`src/rtl/sap_ctrl_seq.sv`:
```
// sap_ctrl_seq: SAP-1 controller-sequencer with ALU wait-state insertion ahead of su.
module sap_ctrl_seq #(
  parameter int ALU_LAT = 1,
  parameter int OPW = 4
) (
  input  logic           clk,
  input  logic           clr_n,
  input  logic [OPW-1:0] ir_op,
  output logic           cp,
  output logic           ep,
  output logic           lm_n,
  output logic           ce_n,
  output logic           li_n,
  output logic           ei_n,
  output logic           la_n,
  output logic           ea,
  output logic           su,
  output logic           eu,
  output logic           lb_n,
  output logic           lo_n,
  output logic           hlt,
  output logic [2:0]     tstate
);
  typedef enum logic [2:0] {
    T1 = 3'd0, T2 = 3'd1, T3 = 3'd2, T4 = 3'd3,
    T5 = 3'd4, WAIT = 3'd5, T6 = 3'd6, HALT = 3'd7
  } state_t;
  localparam logic [OPW-1:0] OP_LDA = OPW'(4'h0);
  localparam logic [OPW-1:0] OP_ADD = OPW'(4'h1);
  localparam logic [OPW-1:0] OP_SUB = OPW'(4'h2);
  localparam logic [OPW-1:0] OP_OUT = OPW'(4'he);
  localparam logic [OPW-1:0] OP_HLT = OPW'(4'hf);
  localparam logic [1:0] LAST = 2'(ALU_LAT > 0 ? ALU_LAT - 1 : 0);
  state_t state, state_nx;
  logic [1:0] cnt, cnt_nx;
  logic is_alu, is_sub, is_mem;
  assign is_sub = ir_op == OP_SUB;
  assign is_alu = ir_op == OP_ADD || is_sub;
  assign is_mem = ir_op == OP_LDA || is_alu;
  assign tstate = state;
  always_ff @(posedge clk or negedge clr_n)
    if (!clr_n) begin
      state <= T1;
      cnt <= '0;
    end else begin
      state <= state_nx;
      cnt <= cnt_nx;
    end
  always_comb begin
    state_nx = state;
    cnt_nx = '0;
    case (state)
      T1: state_nx = T2;
      T2: state_nx = T3;
      T3: state_nx = T4;
      T4: state_nx = is_mem ? T5 : ir_op == OP_HLT ? HALT : T1;
      T5: state_nx = !is_alu ? T1 : ALU_LAT > 0 ? WAIT : T6;
      WAIT: begin
        state_nx = cnt == LAST ? T6 : WAIT;
        cnt_nx = cnt == LAST ? 2'd0 : cnt + 2'd1;
      end
      T6: state_nx = T1;
      default: state_nx = HALT;
    endcase
  end
  // Controls are gated by clr_n so they drop asynchronously, not at the next edge.
  always_comb begin
    cp = 1'b0;
    ep = 1'b0;
    lm_n = 1'b1;
    ce_n = 1'b1;
    li_n = 1'b1;
    ei_n = 1'b1;
    la_n = 1'b1;
    ea = 1'b0;
    su = 1'b0;
    eu = 1'b0;
    lb_n = 1'b1;
    lo_n = 1'b1;
    hlt = 1'b0;
    if (clr_n) begin
      eu = is_sub && (state == T4 || state == T5 || state == WAIT || state == T6);
      case (state)
        T1: begin
          ep = 1'b1;
          lm_n = 1'b0;
        end
        T2: cp = 1'b1;
        T3: begin
          ce_n = 1'b0;
          li_n = 1'b0;
        end
        T4: begin
          ei_n = !is_mem;
          lm_n = !is_mem;
          ea = ir_op == OP_OUT;
          lo_n = ir_op != OP_OUT;
        end
        T5: begin
          ce_n = 1'b0;
          la_n = is_alu;
          lb_n = !is_alu;
        end
        T6: begin
          su = 1'b1;
          la_n = 1'b0;
        end
        HALT: hlt = 1'b1;
        default: ;
      endcase
    end
  end
endmodule

```
`config.mk`:
```
export PLATFORM = sky130hd
export DESIGN_NAME = sap_ctrl_seq
export DESIGN_NICKNAME = d
export VERILOG_FILES = /design/src/rtl/sap_ctrl_seq.sv
export SDC_FILE = /design/constraint.sdc
export NUM_CORES = 1
export LEC_CHECK = 0
export ABC_CLOCK_PERIOD_IN_PS = 2000
export BUFFER_PORTS_ARGS = -buffer_cell sky130_fd_sc_hd__buf_2
export CORE_MARGIN = 1.5
export CORE_UTILIZATION = 30
export CTS_CLUSTER_DIAMETER = 40
export CTS_CLUSTER_SIZE = 16
export DETAILED_ROUTE_END_ITERATION = 12
export GPL_ROUTABILITY_DRIVEN = 0
export PLACE_DENSITY = 0.67
export SETUP_SLACK_MARGIN = 0.4
export SLEW_MARGIN = 20
export SYNTH_ARGS = -nofsm -noshare
export SYNTH_HDL_FRONTEND = slang
export SYNTH_SLANG_ARGS = --single-unit
```
`constraint.sdc`:
```
create_clock -name clk -period 2 [get_ports clk]
set_clock_uncertainty 0.15 [all_clocks]
set_input_delay 0.2 -clock clk [delete_from_list [all_inputs] [get_ports clk]]
set_output_delay 0.2 -clock clk [all_outputs]
set_load 0.05 [all_outputs]
```
==> results by stage <==
Floorplanning:
- The floorplan has 13 rows.
- The initial utilization of the core area, before any placement, comes to 33.64%.
- After floorplanning, the core was sized to cover 0.001350 mm^2.
- The number of top-level design ports is 22.
- The floorplan step defined a die boundary enclosing 0.001756 mm^2.
- The die extent in y is 41.91 um.
- Measured along the x axis, the die boundary spans 41.91 um.

STA:
- Setup violations remaining at the end of the flow were counted as 0.
- The max-slew headroom at the worst pin is 81.02%.
- After layout, the worst path uses 89.12% of the clock period.
- The maximum clock rate is 561.1 MHz.
- Setup repair after global routing could not meet its margin everywhere.
- The hold slack is 0.1693 ns.
- The count of final hold-check violations is 0.
- At the pin with the least slew margin, the transition time is 0.2836 ns.
- The max-slew violation count was 0.
- After layout, the minimum clock period comes to 1.782 ns.

Global routing:
- The global-route wire length before repair is 2380 um.
- In the global route stage, overall resource usage came out at 17.37%.
- The initial antenna violation count is 0.
- For this run the aggregate overflow at the end of global routing stands at 0.
- Entering global routing, the biggest net connects 11 pins.
- The number of global-route vias before repair is 509.

Clocking:
- The clock latency of the later-clocked register in the worst-skew pair is 0.25 ns.
- Clock-pin slew was measured on the worst setup and hold paths at 0.05 ns.
- The H-tree depth reported by CTS is 1.
- The total clock sinks is 5.
- TritonCTS created 3 clock buffers.
- The clock tree from TritonCTS is done.
- Clock tree synthesis selected as its root buffer the cell sky130_fd_sc_hd__clkbuf_4.
- The maximum count of clock buffers along a single path is 2.

Synth:
- The gate count of the mapped netlist is 55.
- Sequential cells were found to cover 27.55% of the synthesized design area.
- The cell area after synthesis is 454.2 um^2.
- The mean post-synth cell area is 8.258 um^2.
- The Yosys step of the flow raised 0 warnings.
- The number of nets handed over by synthesis was 63.
- The post-synthesis sequential element count is 5.
- After synthesis, the netlist uses 27 different library cells.

Layout:
- At the end of the flow, the number of nets in the layout was 102.
- The post-route netlist has 68.82% of its cells at a drive strength greater than 1.
- The area growth from synthesis to layout is 107.4%.
- The number of antenna diodes is 0.
- The finished cells cover 942.2 um^2.

Worst setup path:
- The critical path launch point type is a flip-flop.
- The arrival time of data at the critical path endpoint is 1.43 ns.
- STA puts the critical path data required time at 1.65 ns.
- In this run the worst path has a maximum fanout of 7.
- The register-to-register setup slack is 0.36 ns.
- The kind of end point of the critical path is an output port.
- The type of the worst setup path is reg2out.

Detailed routing:
- After detailed routing, the number of remaining DRC violations is 0.
- The post-detailed-routing wire length is 1570 um.
- The length of the first detailed-routing pass in iterations is 6.
- Once detail routing completed, the nets flagged for antenna violations numbered 0.
- After detailed routing, the average wire length per cell comes to 14.54 um.
- The average vias per placed instance is 5.231.
- The first routing iteration left 17 violations.
- The detailed router placed 565 vias in this run.

Run status:
- The flow ran to the end, and the final reports show no timing, DRC or antenna violations.

Place:
- The count of buffers added on input and output ports is 21.
- The cell area after placement is 646.9 um^2.
- The HPWL after detailed placement is 854.9 um.

Pwr:
- The static leakage is 0.0004241 uW.
- The total power density per cell area is 1481 mW/mm^2.
- VDD sags by at most 0.0007471 V.

Run:
- The number of violations of the max-capacitance limit is 0.

Min path:
- The class of the tightest hold or removal check is in2reg.
## flip-flops by register name, indices dropped and copies added, names as in the netlist
signal,flops
tstate,3
cnt,2
## worst paths after layout
check	from	end	cells past startpoint
setup / recovery	tstate[2]$_DFF_PN0_	la_n	4
hold / removal	ir_op[1]	tstate[1]$_DFF_PN0_	3
setup reg to reg	tstate[0]$_DFF_PN0_	tstate[0]$_DFF_PN0_	5
hold reg to reg	tstate[1]$_DFF_PN0_	cnt[1]$_DFF_PN0_	2
max in group asynchronous	clr_n	tstate[0]$_DFF_PN0_	2
min in group asynchronous	clr_n	cnt[1]$_DFF_PN0_	2
## layer usage
layer	share of wire [%]	GRT usage, %	wire [um]	vias up
met5	0	0	0	-
met4	2.5	10.32	40	0
met3	3.7	3.913	58	4
met2	52	26.88	818	22
met1	42	21.73	652	268
li1	-	-	-	271
## power by group
| part | leakage [uW] | total (uW) | switching [uW] | internal, uW |
|---|---|---|---|---|
| Combinational | 0.000348 | 1060 | 588 | 469 |
| Clock | 0.0000150 | 123 | 46.9 | 75.8 |
| Sequential | 0.0000611 | 217 | 78.9 | 138 |
| Total | 0.000424 | 1400 | 713 | 682 |
## per-stage QoR
| step | std cells | setup TNS (ns) | total power (uW) | utilization, % | setup WS [ns] |
|---|---|---|---|---|---|
| final | 108 | 0 | 1396 | 69.79 | 0.2177 |
| after global routing | 108 | 0 | 1465 | 69.79 | 0.1756 |
| after CTS | 104 | 0 | 1265 | 64.04 | 0.2011 |
| after detailed placement | 89 | 0 | 890.1 | 47.91 | 0.2120 |
| after global placement | 89 | 0 | 884.4 | 47.91 | 0.2306 |
| after floorplan | 55 | -0.03028 | 784.3 | - | -0.03028 |
## synth_stat cells (all sizes together)
cell type | instances | area, um^2
nor3b | 3 | 22.52
o31ai | 1 | 7.510
nand3b | 2 | 15.01
o21ai | 3 | 15.01
or2 | 3 | 18.77
ha | 2 | 25.02
o32a | 1 | 10.01
xor2 | 2 | 17.52
nand2 | 5 | 21.27
nand4 | 2 | 12.51
nand2b | 1 | 8.760
nor4 | 2 | 27.53
a211o | 1 | 8.760
buf | 2 | 12.51
o211ai | 1 | 7.510
dfrtp | 5 | 125.1
clkbuf | 1 | 3.750
inv | 3 | 11.26
and3 | 1 | 6.260
nor2b | 3 | 18.77
and3b | 1 | 8.760
nor2 | 7 | 26.28
or3b | 2 | 17.52
and2 | 1 | 6.260
## logic make-up (layout without fill, tap and decap cells)
kind of cell    count (synthesis)  count (layout)  share of synthesized area, %
compound gates                  7               7                         10.74
xor+xnor                        2               2                         3.857
fa+ha+maj                       2               2                         5.509
buf+inv                         6              44                         6.059
flops                           5               5                         27.55
simple gates                   33              33                         46.29
## cells in the final DEF, fill, tap and decap left out, types with 2 or more instances in the layout
cell | Yosys | layout
sky130_fd_sc_hd__buf_6 | 0 | 13
sky130_fd_sc_hd__buf_4 | 1 | 12
sky130_fd_sc_hd__buf_2 | 1 | 8
sky130_fd_sc_hd__nor2_4 | 0 | 4
sky130_fd_sc_hd__inv_1 | 3 | 3
sky130_fd_sc_hd__nand2_4 | 0 | 3
sky130_fd_sc_hd__nor2_1 | 7 | 3
sky130_fd_sc_hd__or2_4 | 0 | 3
sky130_fd_sc_hd__clkbuf_4 | 0 | 3
sky130_fd_sc_hd__buf_8 | 0 | 3
sky130_fd_sc_hd__dfrtp_2 | 0 | 3
sky130_fd_sc_hd__o21ai_0 | 3 | 2
sky130_fd_sc_hd__nand4_1 | 2 | 2
sky130_fd_sc_hd__nand2_2 | 1 | 2
sky130_fd_sc_hd__nor3b_1 | 3 | 2
sky130_fd_sc_hd__nor4_4 | 1 | 2
sky130_fd_sc_hd__nand3b_1 | 2 | 2
sky130_fd_sc_hd__xor2_1 | 2 | 2
sky130_fd_sc_hd__ha_1 | 2 | 2
sky130_fd_sc_hd__dfrtp_1 | 5 | 2
## worst max-delay path, cell delays in order (launching register included)
cell                       delay, ns
sky130_fd_sc_hd__dfrtp_2        0.48
sky130_fd_sc_hd__nand2b_4       0.12
sky130_fd_sc_hd__nor4_4         0.05
sky130_fd_sc_hd__or3b_4         0.38
sky130_fd_sc_hd__buf_6          0.16
## what timing repair did
action                                  in CTS  in global routing
cloned                                       0                  0
buffers inserted                            10                  4
hold buffers                                 1                  0
pin swaps                                    3                  4
endpoints found under the hold margin        5                  0
endpoints found under the setup margin      13                 13
gates resized for setup                     34                 11
## final cells by class
class,instances,area (um^2)
Inverter,3,11.26
Fill cell,93,407.9
Timing Repair Buffer,37,331.6
Sequential cell,5,128.9
Tap cell,15,18.77
Multi-Input combinational cell,44,425.4
Clock buffer,4,26.28
Note: power is estimated with default switching activity, not from simulation.
